==> src/rtl/inner_mem_pkg.sv <==
// Shared types and helpers for the inner memory controller.
// Optional feature macro: INNER_MEM_SIGN_EXT_EN (sign-extend byte loads).
package inner_mem_pkg;

   typedef enum logic [1:0] {
      IDLE,
      RD_WAIT,
      RMW_WR
   } mem_state_e;

   localparam logic MEM_READ  = 1'b0;
   localparam logic MEM_WRITE = 1'b1;
   localparam logic RW_WORD   = 1'b0;
   localparam logic RW_BYTE   = 1'b1;

   // Little-endian lane pick: lane 0 is bits 7:0.
   function automatic logic [7:0] byte_lane_extract(input logic [31:0] word,
                                                    input logic [1:0]  lane);
      logic [7:0] lane_byte;
      case (lane)
         2'd0:    lane_byte = word[7:0];
         2'd1:    lane_byte = word[15:8];
         2'd2:    lane_byte = word[23:16];
         default: lane_byte = word[31:24];
      endcase
      return lane_byte;
   endfunction

endpackage

==> src/rtl/inner_memory_if.sv <==
// CPU-side bus between the MEM stage and the inner memory controller.
interface inner_memory_if;

   logic        MemRW;
   logic        RWType;
   logic [31:0] addr_out;
   logic [31:0] data_out;
   logic [31:0] data_in;

   // MEM stage side
   modport master (
      output MemRW, RWType, addr_out, data_out,
      input  data_in
   );

   // Memory controller side
   modport slave (
      input  MemRW, RWType, addr_out, data_out,
      output data_in
   );

   // Same view as slave, under the name the controller uses
   modport controller (
      input  MemRW, RWType, addr_out, data_out,
      output data_in
   );

endinterface

==> src/rtl/byte_lane_merge.sv <==
// Replaces one byte lane of a word; used to build read-modify-write data.
module byte_lane_merge (
   input  logic [31:0] word,
   input  logic [7:0]  wr_byte,
   input  logic [1:0]  lane,
   output logic [31:0] merged
);

   // Copy the word, then overwrite the addressed lane
   always_comb begin
      merged = word;
      for (int unsigned i = 0; i < 4; i++) begin
         if (lane == i[1:0]) begin
            merged[i*8 +: 8] = wr_byte;
         end
      end
   end

endmodule

==> src/rtl/inner_memory_ctrl.sv <==
// Inner memory controller: word/byte loads and stores onto a word-wide
// single-port synchronous RAM (1-cycle read latency). Byte stores use
// read-modify-write; loads stall one cycle.
// Optional feature macro: INNER_MEM_SIGN_EXT_EN (byte loads sign-extended).
module inner_memory_ctrl
   import inner_mem_pkg::*;
#(
   parameter int unsigned ADDR_W = 10
) (
   input  logic                 clk,
   input  logic                 rst_n,
   inner_memory_if.controller   mem,
   input  logic                 mem_req,
   output logic                 stall,
   output logic                 ram_en,
   output logic                 ram_we,
   output logic [ADDR_W-1:0]    ram_addr,
   output logic [31:0]          ram_wdata,
   input  logic [31:0]          ram_rdata
);

   mem_state_e        state;
   logic [ADDR_W+1:0] addr_q;
   logic [7:0]        wdata_q;
   logic              type_q;
   logic [31:0]       rdata_q;
   logic [31:0]       rd_fmt;
   logic [31:0]       merged;

   // Address bits above the RAM range wrap and are deliberately dropped
   logic unused_addr_hi;
   assign unused_addr_hi = ^mem.addr_out[31:ADDR_W+2];

   function automatic logic [31:0] format_load(input logic [31:0] word,
                                               input logic        rw_type,
                                               input logic [1:0]  lane);
      logic [7:0]  lane_byte;
      logic [31:0] result;
      lane_byte = byte_lane_extract(word, lane);
      if (rw_type == RW_BYTE) begin
`ifdef INNER_MEM_SIGN_EXT_EN
         result = {{24{lane_byte[7]}}, lane_byte};
`else
         result = {24'b0, lane_byte};
`endif
      end else begin
         result = word;
      end
      return result;
   endfunction

   assign rd_fmt = format_load(ram_rdata, type_q, addr_q[1:0]);

   byte_lane_merge u_merge (
      .word    (ram_rdata),
      .wr_byte (wdata_q),
      .lane    (addr_q[1:0]),
      .merged  (merged)
   );

   // Control FSM: latch the request on accept, then finish load or RMW
   always_ff @(posedge clk or negedge rst_n) begin
      if (!rst_n) begin
         state   <= IDLE;
         addr_q  <= '0;
         wdata_q <= '0;
         type_q  <= RW_WORD;
         rdata_q <= '0;
      end else begin
         case (state)
            IDLE: begin
               if (mem_req) begin
                  addr_q  <= mem.addr_out[ADDR_W+1:0];
                  wdata_q <= mem.data_out[7:0];
                  type_q  <= mem.RWType;
                  if (mem.MemRW == MEM_READ) begin
                     state <= RD_WAIT;
                  end else if (mem.RWType == RW_BYTE) begin
                     state <= RMW_WR;
                  end
               end
            end
            RD_WAIT: begin
               rdata_q <= rd_fmt;
               state   <= IDLE;
            end
            RMW_WR: begin
               state <= IDLE;
            end
            default: begin
               state <= IDLE;
            end
         endcase
      end
   end

   // RAM strobes and stall are decoded from state and the live request so a
   // word store completes with no stall and a load/RMW stalls in the same
   // cycle it is presented; rst_n gating keeps reset values on the outputs
   // even if mem_req is high while reset is held.
   always_comb begin
      stall       = 1'b0;
      ram_en      = 1'b0;
      ram_we      = 1'b0;
      ram_addr    = '0;
      ram_wdata   = '0;
      mem.data_in = rdata_q;
      if (rst_n) begin
         case (state)
            IDLE: begin
               if (mem_req) begin
                  ram_en   = 1'b1;
                  ram_addr = mem.addr_out[ADDR_W+1:2];
                  if (mem.MemRW == MEM_WRITE && mem.RWType == RW_WORD) begin
                     ram_we    = 1'b1;
                     ram_wdata = mem.data_out;
                  end else begin
                     stall = 1'b1;
                  end
               end
            end
            RD_WAIT: begin
               mem.data_in = rd_fmt;
            end
            RMW_WR: begin
               ram_en    = 1'b1;
               ram_we    = 1'b1;
               ram_addr  = addr_q[ADDR_W+1:2];
               ram_wdata = merged;
            end
            default: begin
               stall = 1'b0;
            end
         endcase
      end
   end

endmodule

==> src/flat_wrapper.sv <==
// flat-port wrapper written by rule: the top's interface ports become plain ports
module inner_memory_ctrl_flat import inner_mem_pkg::*;
#(
   parameter int unsigned ADDR_W = 10
)
  (clk, rst_n, mem_req, stall, ram_en, ram_we, ram_addr, ram_wdata, ram_rdata, mem_MemRW, mem_RWType, mem_addr_out, mem_data_out, mem_data_in);
  inner_memory_if mem_i ();
  input  logic clk;
  input  logic rst_n;
  input  logic mem_req;
  output logic stall;
  output logic ram_en;
  output logic ram_we;
  output logic [ADDR_W-1:0] ram_addr;
  output logic [31:0] ram_wdata;
  input  logic [31:0] ram_rdata;
  input wire logic [$bits(mem_i.MemRW)-1:0] mem_MemRW;
  input wire logic [$bits(mem_i.RWType)-1:0] mem_RWType;
  input wire logic [$bits(mem_i.addr_out)-1:0] mem_addr_out;
  input wire logic [$bits(mem_i.data_out)-1:0] mem_data_out;
  output wire logic [$bits(mem_i.data_in)-1:0] mem_data_in;
  assign mem_i.MemRW = mem_MemRW;
  assign mem_i.RWType = mem_RWType;
  assign mem_i.addr_out = mem_addr_out;
  assign mem_i.data_out = mem_data_out;
  assign mem_data_in = mem_i.data_in;
  inner_memory_ctrl #(.ADDR_W(ADDR_W)) u_core (.clk(clk), .rst_n(rst_n), .mem(mem_i), .mem_req(mem_req), .stall(stall), .ram_en(ram_en), .ram_we(ram_we), .ram_addr(ram_addr), .ram_wdata(ram_wdata), .ram_rdata(ram_rdata));
endmodule
==> config.mk <==
export PLATFORM = sky130hd
export DESIGN_NAME = inner_memory_ctrl_flat
export DESIGN_NICKNAME = d
export VERILOG_FILES = /design/src/rtl/inner_mem_pkg.sv /design/src/rtl/inner_memory_if.sv /design/src/rtl/byte_lane_merge.sv /design/src/rtl/inner_memory_ctrl.sv /design/src/flat_wrapper.sv
export SDC_FILE = /design/constraint.sdc
export NUM_CORES = 1
export LEC_CHECK = 0
export CAP_MARGIN = 0
export CORE_MARGIN = 2
export CORE_UTILIZATION = 45
export CTS_CLUSTER_SIZE = 20
export DETAILED_ROUTE_END_ITERATION = 8
export HOLD_SLACK_MARGIN = 0.1
export PLACE_DENSITY = 0.95
export SLEW_MARGIN = 20
export SYNTH_ARGS = -nofsm -noshare
export SYNTH_HDL_FRONTEND = slang
export SYNTH_SLANG_ARGS = --single-unit
==> constraint.sdc <==
create_clock -name clk -period 6.65 [get_ports clk]
set_input_delay 1.995 -clock clk [delete_from_list [all_inputs] [get_ports clk]]
set_output_delay 1.995 -clock clk [all_outputs]
set_load 0.02 [all_outputs]
Word-level counts from Yosys, hierarchy flattened
Index checks and enable logic that the tools add are counted.

operators by class
  muxes and demuxes = 30
  equality and inequality tests = 7
  bitwise operators = 1
  reduce and logical (&&, ||, !) cells = 5

operators by type and width
  operator                                                                number
  32-bit two-way mux                                                      6
  32-bit case mux with 2 select lines                                     1
  8-bit two-way mux                                                       4
  8-bit case mux with 3 select lines                                      1
  10-bit two-way mux                                                      2
  10-bit case mux with 2 select lines                                     1
  1-bit two-way mux                                                       9
  2-bit two-way mux                                                       4
  2-bit equality test (second input constant)                             3
  2-bit by 1-bit equality test with 1-bit output (second input constant)  2
  2-bit logical NOT                                                       2
  1-bit case mux with 2 select lines                                      2
  2-bit AND reduction                                                     2
  3-bit inequality test (second input constant)                           1
  2-bit inequality test (second input constant)                           1
  1-bit logical AND                                                       1
  1-bit NOT                                                               1

storage, ports and cells
  logic and storage cells = 48
  bits of input ports = 101
  output and inout port bits = 77
  register bits = 55

Logic depth before layout (Yosys ltp)
Gate-level depths: netlist (run 1).

  word-level depth = 6
  depth in mapped cells = 7
  depth with buffers taken out = 4

Modules after synthesis
Synthesis (run 1) repeated with hierarchy kept, for this count alone.

second synthesis, totals
  cell total of the unflattened synthesis = 503
  area total of the unflattened synthesis = 3982.6 sq um

modules (own cells, without submodules)
  module             area each (sq um)  cells each  instances  seq. area each (sq um)
  inner_memory_ctrl  3542.1             465         1          1376.3
  byte_lane_merge    440.4              38          1          0.0

Worst setup path after synthesis (run 1)
No wires, ideal clock.

  path kind = input to output
  start = input port mem_req
  end = output port ram_wdata[10]
  stages on the path = 6
  setup slack = 1.352 ns
  data required time = 4.655 ns
  arrival time = 3.303 ns
  buffers on the path = 2
  cell sequence = or3b_1 -> buf_2 -> nor3b_4 -> buf_6 -> a22oi_1 -> nor2_1

on the way
  cells in the longest elaborated chain, start to end = 3

ends and longest elaborated chain
  item                                 RTL line                  source
  from (decl)                          flat_wrapper.sv:10        input logic mem_req;
  32-bit two-way mux                   inner_memory_ctrl.sv:111  if (mem_req) begin
  32-bit case mux with 2 select lines  inner_memory_ctrl.sv:109  case (state)
  32-bit two-way mux                   inner_memory_ctrl.sv:108  if (rst_n) begin
  to (decl)                            flat_wrapper.sv:15        output logic [31:0] ram_wdata;

Every way passes these cells.

Final worst setup path (run 1)
  start = input port mem_req
  end = output port ram_wdata[30]

The elaborated chain is that of the path after synthesis.

==> summary.md, run 1 <==
| Metric | Value |
|---|---|
| Final Slew Violations | 0 |
| Max Clock Freq | between 150 and 200 MHz |
| Layout net count | 733 |
| Slew at the pin closest to its max-slew limit | approximately 1.1 ns |
| Via count | just over 4000 |
| Placed Area | approximately 5400 sq um |
| Die footprint | 9220 sq um |
| Max-Cap Viols | 0 |
| Worst min path class | reg2reg |
| Routed WL per cell | 17.2 um |
| Crit Path Category | in2out |
| Die height | 96.0 um |
| Lkg Pwr | 2.26 nW |
| Seq/Total Area, Yosys | 36.1% |
| Top cells by area, synth | dfrtp_1, nand2_1, mux2_2 |
| R2R setup slack | 4.83 ns |
| Post-CTS Repair Setup Buffers | 0 |
| Vias per Instance | between 5 and 6 |
| Critical path peak fanout | 16 |
| Setup_tns | 0 ns |
| Power share of the combinational group | between 40% and 50% |
| Post-synth EDFFs | 0 |
| Finish-stage setup viols | 0 |
| Share of total power in sequential cells | 38.8% |
| Gr ovfl total | 0 |
| Antenna diodes | 0 |
| ANT nets after route | 0 |
| Drt drc | 0 |
| Unrepaired setup endpoints after global routing | false |
| Sw Ratio | 36.7% |
| Yosys cell types | 25 |
| PwrDens | 208 nW/um^2 |
| Mapped Area | about 3800 sq um |
| Int Power | 0.725 mW |
| Final hold violations | 0 |
| Die width | 96.0 um |
| TritonCTS clock tree | yes |
| Routed wire length | 12700 um |
| Worst slew margin | a little under 30% |
| Fill cells | between 600 and 700 |
| Max Root-Sink Buffers | 2 |
| Synthesized flop and latch total | 55 |
| Util after Layout | 67.1% |
| Dpl ws | 0.314 ns |
| Worst Setup End Kind | output pin |
| Fin Clk Skew | 0.00283 ns |
| Initial antenna violation count | 0 |
| Crit share post-route | 95.4% |
| Total Routing Usage GR | 27.9% |
| Clk_lat worst skew | roughly 0.32 ns |
| Mapped Nets | about 600 |
| Reg2Reg Depth | 4 |
| Ys flop type | dfrtp_1 |
| Design area | 5510 sq um |
| IO Count | 178 |
| Effective utilization at floorplan | 46.4% |
| Min cycle time layout | 6.35 ns |
| Min Hold Slack | slightly below 0.5 ns |
| CORE AREA | between 8000 and 9000 sq um |
| Layout cells sized above 1 | 11.2% |
| First-pass GRT wire length | approximately 20000 um |
| Core Rows | 33 |
| Mapped Cells | 500 |
| DRT Pass-1 Iters | 6 |
| YS warnings | 0 |
| Crit start category | input port |
| CTS Hold Bufs | 0 |
| DRT iter0 DRCs | 407 |
| Mean Syn Cell Area | approximately 7.6 sq um |
| Critical path data arrival time | 4.35 ns |
| VDD IR max | 0.119 mV |
| H-tree depth | 2 |
| Status | finished, final reports clean |
| Final worst slack | 0.304 ns |
| Clock Power Share | 18.1% |
| Largest net degree at the start of global routing | 49 |
| Area leader, netlist | dfrtp_1 |
| Clock Sinks | 55 |
| Reg clk slew, reported paths | around 0.1 ns |
| Switching power | 0.421 mW |
| CP endpoint | ram_wdata[30] |
| Vias in the first global route | 3930 |
| Crit. Startpoint | mem_req |
| Layout area overhead | 44.7% |
| Synth async-reset ratio | 100% |
| Post-cts sizing count | 0 |
| FF-to-FF Start | u_core.addr_q[0]$_DFFE_PN0N_ |
| Post-synth top area share | 36.1% |
| Worst EP required | 4.66 ns |
| GPL Wtd Cong | 0.879 |
| Worst R2R End | u_core.rdata_q[6]$_DFF_PN0_ |
| IO buf count | 157 |
| Final HPWL DP | 9770 um |
| Root buffer cell | clkbuf_8 |
| Number of CTS-inserted buffers | 5 |
## synth_stat cells (2+ instances only)
master / n
clkbuf_1: 28
o22ai_1: 8
buf_1: 2
mux2i_1: 8
nand2_1: 124
nor2_1: 46
nor2_2: 9
buf_2: 8
buf_6: 3
nand2b_1: 27
a21oi_1: 34
dfrtp_1: 55
nor2b_1: 5
o21ai_0: 56
a22oi_1: 23
a22oi_2: 9
mux2_2: 32
nand3_1: 8
inv_1: 9
## final cells by class
cell class / count / area, sq um / area share, %
multi-input cells: 394 / 2220 / 40.2
inverters: 9 / 33.8 / 0.613
flip-flops and latches: 55 / 1380 / 25.0
well taps: 105 / 131 / 2.38
repair buffers: 167 / 1650 / 30.0
clock buffers: 8 / 100 / 1.82
## power groups by stage
stage               sequential (mW)  clock [mW]  combinational [mW]
finish                        0.444       0.207               0.495
global route                  0.452       0.220               0.535
CTS                           0.442       0.207               0.495
detailed placement            0.449           0               0.493
global placement              0.444           0               0.481
floorplan                     0.428           0               0.286
## stage by stage
stage,total power [mW],instances
detailed placement,0.942,730
finish,1.15,738
CTS,1.14,738
floorplan,0.714,500
global placement,0.925,730
global route,1.21,738
## logic make-up after synthesis
| group | count (synthesis) | synth area share (%) |
|---|---|---|
| and+or+nand+nor | 224 | 25.7 |
| DFF | 55 | 36.1 |
| AOI/OAI and AO/OA | 130 | 20.6 |
| muxes | 40 | 11.6 |
| buffers and inverters | 51 | 5.98 |
## how the worst min path moves through the flow
stage	start	to	slack, ns	cells past startpoint
2_1_floorplan	u_core.addr_q[10]$_DFFE_PN0N_	u_core.addr_q[10]$_DFFE_PN0N_	0.45	2
3_3_place_gp	u_core.addr_q[10]$_DFFE_PN0N_	u_core.addr_q[10]$_DFFE_PN0N_	0.46	2
3_5_place_dp	u_core.rdata_q[16]$_DFF_PN0_	u_core.rdata_q[16]$_DFF_PN0_	0.47	2
4_1_cts	u_core.rdata_q[16]$_DFF_PN0_	u_core.rdata_q[16]$_DFF_PN0_	0.49	2
5_1_grt	u_core.rdata_q[8]$_DFF_PN0_	u_core.rdata_q[8]$_DFF_PN0_	0.52	2
6_report	u_core.rdata_q[20]$_DFF_PN0_	u_core.rdata_q[20]$_DFF_PN0_	0.49	2
## layer usage
layer	GRT usage (%)	vias up	wire length (um)
li1	-	1947	-
met1	35.3	1956	5110
met2	47.0	205	6270
met3	6.19	30	978
met4	9.52	0	339
met5	0	-	0
## worst max-delay path, stage by stage
cell	delay, ns
clkdlybuf4s50_1	0.51
or3b_1	0.41
nor3b_4	0.20
buf_4	0.29
a22oi_2	0.14
nor2_2	0.16
clkdlybuf4s50_1	0.63
## layout by cell type, fill, tap and decap left out
master,netlist,routed
clkdlybuf4s50_1,0,156
nand2_1,124,124
o21ai_0,56,56
dfrtp_1,55,55
nor2_1,46,46
a21oi_1,34,34
mux2_2,32,32
nand2b_1,27,26
a22oi_1,23,23
inv_1,9,9
a22oi_2,9,9
nor2_2,9,9
buf_4,1,9
nand3_1,8,8
mux2i_1,8,8
o22ai_1,8,8
clkbuf_8,0,7
nor2b_1,5,4
nand2b_2,0,1
or3b_1,1,1
nor3b_4,1,1
nor2b_4,0,1
and2_1,1,1
nor3_1,1,1
and3_1,1,1
clkbuf_1,28,1
buf_2,8,1
buf_12,0,1
## flip-flops by register name, summed over array words and instances (netlist names)
signal / count
u_core.rdata_q: 32
u_core.wdata_q: 8
u_core.addr_q: 12
u_core.state: 2
u_core.type_q: 1
Note: power is estimated with default switching activity, not from simulation.
==> run 2: changes to the inputs <==
- ABC_AREA: not set -> 1
==> summary.md, run 2 <==
| Metric | Value |
|---|---|
| Status | finished, final reports clean |
| TritonCTS clock tree | yes |
| Vias in the first global route | 4177 (+6.3%) |
| Number of CTS-inserted buffers | 5 (unchanged) |
| Seq/Total Area, Yosys | 37.0% (+0.85 points) |
| GPL Wtd Cong | 0.902 (+2.6%) |
| Ys flop type | dfrtp_1 |
| Die width | 95.0 um (-1.1%) |
| Dpl ws | 0.516 ns (+0.202 ns) |
| Worst slew margin | 26.4% (-3.0 points) |
| Critical path data arrival time | 4.14 ns (-0.21 ns) |
| FF-to-FF Start | u_core.state[0]$_DFFE_PN0P_ |
| Crit. path cell count | 7 (unchanged) |
| Unrepaired setup endpoints after global routing | false |
| Mean Syn Cell Area | 6.64 sq um (-13%) |
| Most frequent cells in the layout | nand2_1, clkdlybuf4s50_1, a21oi_1, o21ai_0, dfrtp_1 |
| Crit start category | input port |
| Yosys cell types | 22 (-12%) |
| Die height | 95.0 um (-1.1%) |
| Cell family with most CP delay | buffers and inverters |
| Max Clock Freq | 163 MHz (+3.5%) |
| Final worst slack | 0.518 ns (+0.215 ns) |
| Final HPWL DP | 9880 um (+1.1%) |
| Drt drc | 0 (unchanged) |
| R2R setup slack | 4.42 ns (-0.41 ns) |
| Top cells by area, synth | dfrtp_1, nand2_1, a21oi_1 |
| Buf+Inv Stages, Crit Path | 3 (unchanged) |
| CORE AREA | 8130 sq um (-1.0%) |
| Layout area overhead | 45.2% |
| ANT nets after route | 0 (unchanged) |
| Total Routing Usage GR | 29.0% (+1.1 points) |
| DRT Pass-1 Iters | 5 (-1) |
| Mapped Area | 3720 sq um (-2.3%) |
| Critical Path Max Stage Delay | 0.65 ns (+0.02 ns) |
| Antenna diodes | 0 (unchanged) |
| Largest register FFs | 32 (unchanged) |
| Worst R2R End | u_core.rdata_q[1]$_DFF_PN0_ |
| Lkg Pwr | 2.21 nW (-2.0%) |
| Post-CTS Repair Setup Buffers | 0 (unchanged) |
| Final Slew Violations | 0 (unchanged) |
| Count leader, synth | nand2_1 |
| Post-cts sizing count | 0 (unchanged) |
| Crit Path Category | in2out |
| IO buf count | 157 (unchanged) |
| Vias per Instance | 5.65 (+0.75%) |
| Layout cells sized above 1 | 5.19% (-6.0 points) |
| Fin Clk Skew | 0.00413 ns (+0.00130 ns) |
| Max-Cap Viols | 0 (unchanged) |
| Synth top cells by count | nand2_1, a21oi_1, o21ai_0 |
| CTS Hold Bufs | 0 (unchanged) |
| Reg2Reg Depth | 5 (+1) |
| DRT iter0 DRCs | 486 (+19%) |
| WHS Path Cells | 2 (unchanged) |
| H-tree depth | 2 (unchanged) |
| Worst min path class | reg2reg |
| Root buffer cell | clkbuf_8 |
| Register with the most flip-flops | u_core.rdata_q |
| Effective utilization at floorplan | 45.8% (-0.61 points) |
| Hold Startpoint | u_core.addr_q[9]$_DFFE_PN0N_ |
| Critical-path cell list | clkdlybuf4s50_1 -> nand3_2 -> nor3_4 -> buf_4 -> nand2_1 -> a21oi_1 -> clkdlybuf4s50_1 |
| Layout net count | 793 (+8.2%) |
| Synthesized flop and latch total | 55 (unchanged) |
| Finish-stage setup viols | 0 (unchanged) |
| Post-synth EDFFs | 0 (unchanged) |
| Via count | 4508 (+8.9%) |
| Gr ovfl total | 0 (unchanged) |
| Critical path peak fanout | 17 (+1) |
| Clk_lat worst skew | 0.31 ns (about the same) |
| Mapped Nets | 662 (+10%) |
| Post-synth top area share | 37.0% (+0.85 points) |
| Crit share post-route | 92.2% (-3.2 points) |
| VDD IR max | 0.107 mV (-10%) |
| Slew at the pin closest to its max-slew limit | 1.10 ns (+0.0440 ns) |
| Leading cell type in the layout, fill and taps excluded | nand2_1 |
| Slowest CP cell | clkdlybuf4s50_1 |
| Routed wire length | 12900 um (+1.6%) |
| CP most frequent cell | clkdlybuf4s50_1 |
| Hold path endpoint | u_core.addr_q[9]$_DFFE_PN0N_ |
| YS warnings | 0 (unchanged) |
| Area leader, netlist | dfrtp_1 |
| Initial antenna violation count | 0 (unchanged) |
| Worst EP required | 4.66 ns (about the same) |
| PwrDens | 212 nW/um^2 (+2.1%) |
| Clock Sinks | 55 (unchanged) |
| Setup_tns | 0 ns (unchanged) |
| Die footprint | 9020 sq um (-2.2%) |
| Core Rows | 33 (unchanged) |
| Largest regs | u_core.rdata_q (32), u_core.addr_q (12), u_core.wdata_q (8) |
| Mapped Cells | 561 (+12%) |
| Final hold violations | 0 (unchanged) |
| Routed WL per cell | 16.2 um (-6.0%) |
| First-pass GRT wire length | 20300 um (+3.8%) |
| Max Root-Sink Buffers | 2 (unchanged) |
| Largest net degree at the start of global routing | 70 (+43%) |
| Min cycle time layout | 6.13 ns (-0.215 ns) |
| Worst Setup End Kind | output pin |
| Reg clk slew, reported paths | 0.10 ns (about the same) |
| Synth async-reset ratio | 100% (unchanged) |
| IO Count | 178 (unchanged) |
-- run 2: worst register-to-register path, cell delays in order, from the launching register on --
cell and delay (ns):
dfrtp_1 0.42, inv_2 0.08, nor2_4 0.82, inv_1 0.38, a21oi_1 0.31, a21boi_1 0.10
-- run 2: where the power goes --
group          leakage (nW)  internal, mW  switching (mW)  total (mW)
clock network        0.0618         0.124           0.115       0.239
registers             0.681         0.395          0.0319       0.426
logic                  1.47         0.202           0.280       0.482
total                  2.21         0.721           0.427        1.15
-- run 2: layout make-up --
cell class	count	area, sq um
clock buffer	6	82.6
clock inverter	2	38.8
fill	656	2730
inverter	51	191
multi-input combinational	416	1970
sequential	55	1380
tap	105	131
timing repair buffer	163	1610
-- run 2: layer usage --
layer	share of wire (%)	GRT usage, %
met1	40	38.2
met2	47	47.9
met3	9.8	5.67
met4	3.4	9.42
met5	0	0
-- run 2: worst max path at each step --
stage / startpoint / to / slack (ns)
finish: mem_req / ram_wdata[15] / 0.52
global route: mem_req / ram_wdata[22] / 0.38
CTS: mem_req / ram_wdata[15] / 0.52
detailed placement: mem_req / ram_wdata[15] / 0.52
global placement: mem_req / ram_wdata[6] / 0.57
floorplan: mem_req / ram_wdata[24] / 1.71
-- run 2: logic make-up after synthesis --
| group | count (synthesis) | share of synthesized area, % |
|---|---|---|
| buf+inv | 90 | 10.2 |
| flops | 55 | 37.0 |
| compound gates | 182 | 26.1 |
| simple gates | 234 | 26.8 |
-- run 2: through the flow --
stage | utilization (%) | hold slack (ns) | cells | area (sq um) | power [mW]
after floorplan | - | 0.449 | 561 | 3720 | 0.695
after global placement | 65.0 | 0.463 | 790 | 5290 | 0.889
after detailed placement | 65.0 | 0.470 | 790 | 5290 | 0.907
after CTS | 66.5 | 0.497 | 798 | 5410 | 1.15
after global routing | 66.5 | 0.525 | 798 | 5410 | 1.21
final | 66.5 | 0.498 | 798 | 5410 | 1.15
==> run 3: changes to the inputs <==
- RECOVER_POWER: not set -> 100
==> summary.md, run 3 (synthesis gave the netlist of run 2 again) <==
| Metric | Value |
|---|---|
| Layout area overhead | 45.0% |
| Largest regs | u_core.rdata_q (32), u_core.addr_q (12), u_core.wdata_q (8) |
| Leading cell type in the layout, fill and taps excluded | nand2_1 |
| Final Slew Violations | 0 (unchanged) |
| Largest net degree at the start of global routing | 70 (unchanged) |
| Util after Layout | 66.4% (-0.092 points) |
| First-pass GRT wire length | 20300 um (unchanged) |
| Fin Clk Skew | 0.00439 ns (+0.000262 ns) |
| VDD IR max | 0.106 mV (-0.88%) |
| Register with the most flip-flops | u_core.rdata_q |
| Vias in the first global route | 4177 (unchanged) |
| Critical path data arrival time | 4.27 ns (+0.13 ns) |
| Clk_lat worst skew | 0.31 ns (about the same) |
| Most frequent cells in the layout | nand2_1, dlygate4sd3_1, a21oi_1, o21ai_0, clkdlybuf4s50_1 |
| Crit start category | input port |
| GPL Wtd Cong | 0.902 (unchanged) |
| Gr ovfl total | 0 (unchanged) |
| Total Routing Usage GR | 29.0% (unchanged) |
| Initial antenna violation count | 0 (unchanged) |
| Fill cells | 657 (+0.15%) |
| Root buffer cell | clkbuf_8 |
| Status | finished, final reports clean |
| Die footprint | 9020 sq um (unchanged) |
| Effective utilization at floorplan | 45.8% (unchanged) |
| Max-Cap Viols | 0 (unchanged) |
| Final hold violations | 0 (unchanged) |
| Clock Power Share | 21.4% (+0.6 points) |
| Via count | 4470 (-0.84%) |
| Crit Path Category | in2out |
| Post-CTS Repair Setup Buffers | 0 (unchanged) |
| Int Power | 0.697 mW (-3.2%) |
| Worst Setup End Kind | output pin |
| Setup_tns | 0 ns (unchanged) |
| Die height | 95.0 um (unchanged) |
| Sw Ratio | 37.7% (+0.52 points) |
| Layout cells sized above 1 | 4.91% (-0.29 points) |
| IO buf count | 157 (unchanged) |
| ANT nets after route | 0 (unchanged) |
| Reg clk slew, reported paths | 0.10 ns (about the same) |
| Drt drc | 0 (unchanged) |
| Crit share post-route | 94.2% (+1.9 points) |
| Worst min path class | reg2reg |
| CORE AREA | 8130 sq um (unchanged) |
| Share of total power in sequential cells | 38.1% (+0.9 points) |
| Lkg Pwr | 2.39 nW (+8.1%) |
| Number of CTS-inserted buffers | 5 (unchanged) |
| H-tree depth | 2 (unchanged) |
| Critical path peak fanout | 17 (unchanged) |
| Die width | 95.0 um (unchanged) |
| PwrDens | 207 nW/um^2 (-2.3%) |
| Largest register FFs | 32 (unchanged) |
| Switching power | 0.422 mW (-1.0%) |
| Final HPWL DP | 9880 um (unchanged) |
| IO Count | 178 (unchanged) |
| Worst slew margin | 30.6% (+4.2 points) |
| Slew at the pin closest to its max-slew limit | 1.04 ns (-0.0623 ns) |
| Antenna diodes | 0 (unchanged) |
| Post-cts sizing count | 0 (unchanged) |
| Clock Sinks | 55 (unchanged) |
| Worst EP required | 4.66 ns (about the same) |
| Min cycle time layout | 6.26 ns (+0.129 ns) |
| DRT Pass-1 Iters | 5 (unchanged) |
| Core Rows | 33 (unchanged) |
| Power share of the combinational group | 40.5% (-1.5 points) |
| Routed WL per cell | 16.1 um (-0.39%) |
| Tot Pwr | 1.12 mW (-2.4%) |
| Design area | 5400 sq um (-0.14%) |
| Max Clock Freq | 160 MHz (-2.1%) |
| Routed wire length | 12900 um (-0.39%) |
| TritonCTS clock tree | yes |
| Finish-stage setup viols | 0 (unchanged) |
| CTS Hold Bufs | 0 (unchanged) |
| Unrepaired setup endpoints after global routing | false |
| Vias per Instance | 5.60 (-0.84%) |
| Max Root-Sink Buffers | 2 (unchanged) |
| Placed Area | 5290 sq um (unchanged) |
| Layout net count | 793 (unchanged) |
| DRT iter0 DRCs | 548 (+13%) |
## run 3: cell types whose count changed in the layout (fill, tap and decap cells not counted), sizes merged
cell	change
clkdlybuf4s50	-89
clkbuf	+2
buf	-2
dlygate4sd3	+89
## run 3: cell type report
class	count	area, sq um	area share, %
Clock buffer	6	82.6	1.53
Clock inverter	2	38.8	0.718
Inverter	51	191	3.55
Multi-Input combinational cell	416	1970	36.5
Sequential cell	55	1380	25.5
Tap cell	105	131	2.43
Timing Repair Buffer	163	1610	29.8
## run 3: worst max-delay path, cell delays in order
cell	delay, ns
dlygate4sd3_1	0.54
nand3_2	0.28
nor3_4	0.24
buf_4	0.26
nand2_1	0.08
a21oi_1	0.15
dlygate4sd3_1	0.71
## run 3: power by group through the flow
stage          Combinational (mW)  Clock, mW  Sequential, mW
2_1_floorplan               0.276          0           0.419
3_3_place_gp                0.460          0           0.428
3_5_place_dp                0.475          0           0.432
4_1_cts                     0.478      0.242           0.425
5_1_grt                     0.495      0.257           0.433
6_report                    0.453      0.240           0.426
## run 3: final timing paths
check / startpoint / to / slack [ns] / cells after the start
min in group asynchronous: rst_n / u_core.type_q$_DFFE_PN0N_ / 1.97 / 2
max in group asynchronous: rst_n / u_core.rdata_q[21]$_DFF_PN0_ / 4.18 / 2
setup reg to reg: u_core.state[0]$_DFFE_PN0P_ / u_core.rdata_q[1]$_DFF_PN0_ / 4.46 / 5
setup / recovery: mem_req / ram_wdata[15] / 0.39 / 7
hold / removal: u_core.addr_q[3]$_DFFE_PN0N_ / u_core.addr_q[3]$_DFFE_PN0N_ / 0.50 / 2
hold reg to reg: u_core.addr_q[3]$_DFFE_PN0N_ / u_core.addr_q[3]$_DFFE_PN0N_ / 0.50 / 2
## run 3: per-stage QoR
stage / hold WS (ns) / std cells / setup WS, ns
floorplan: 0.449 / 561 / 1.71
global placement: 0.463 / 790 / 0.571
detailed placement: 0.470 / 790 / 0.516
CTS: 0.497 / 798 / 0.517
global route: 0.525 / 798 / 0.253
finish: 0.501 / 798 / 0.389
## run 3: per-layer routing
metal | share of wire, % | track usage (%) | vias up
met4 | 3.1 | 9.42 | 0
met1 | 40 | 38.2 | 2052
li1 | - | - | 2120
met5 | 0 | 0 | -
met3 | 9.4 | 5.67 | 39
met2 | 47 | 47.9 | 259
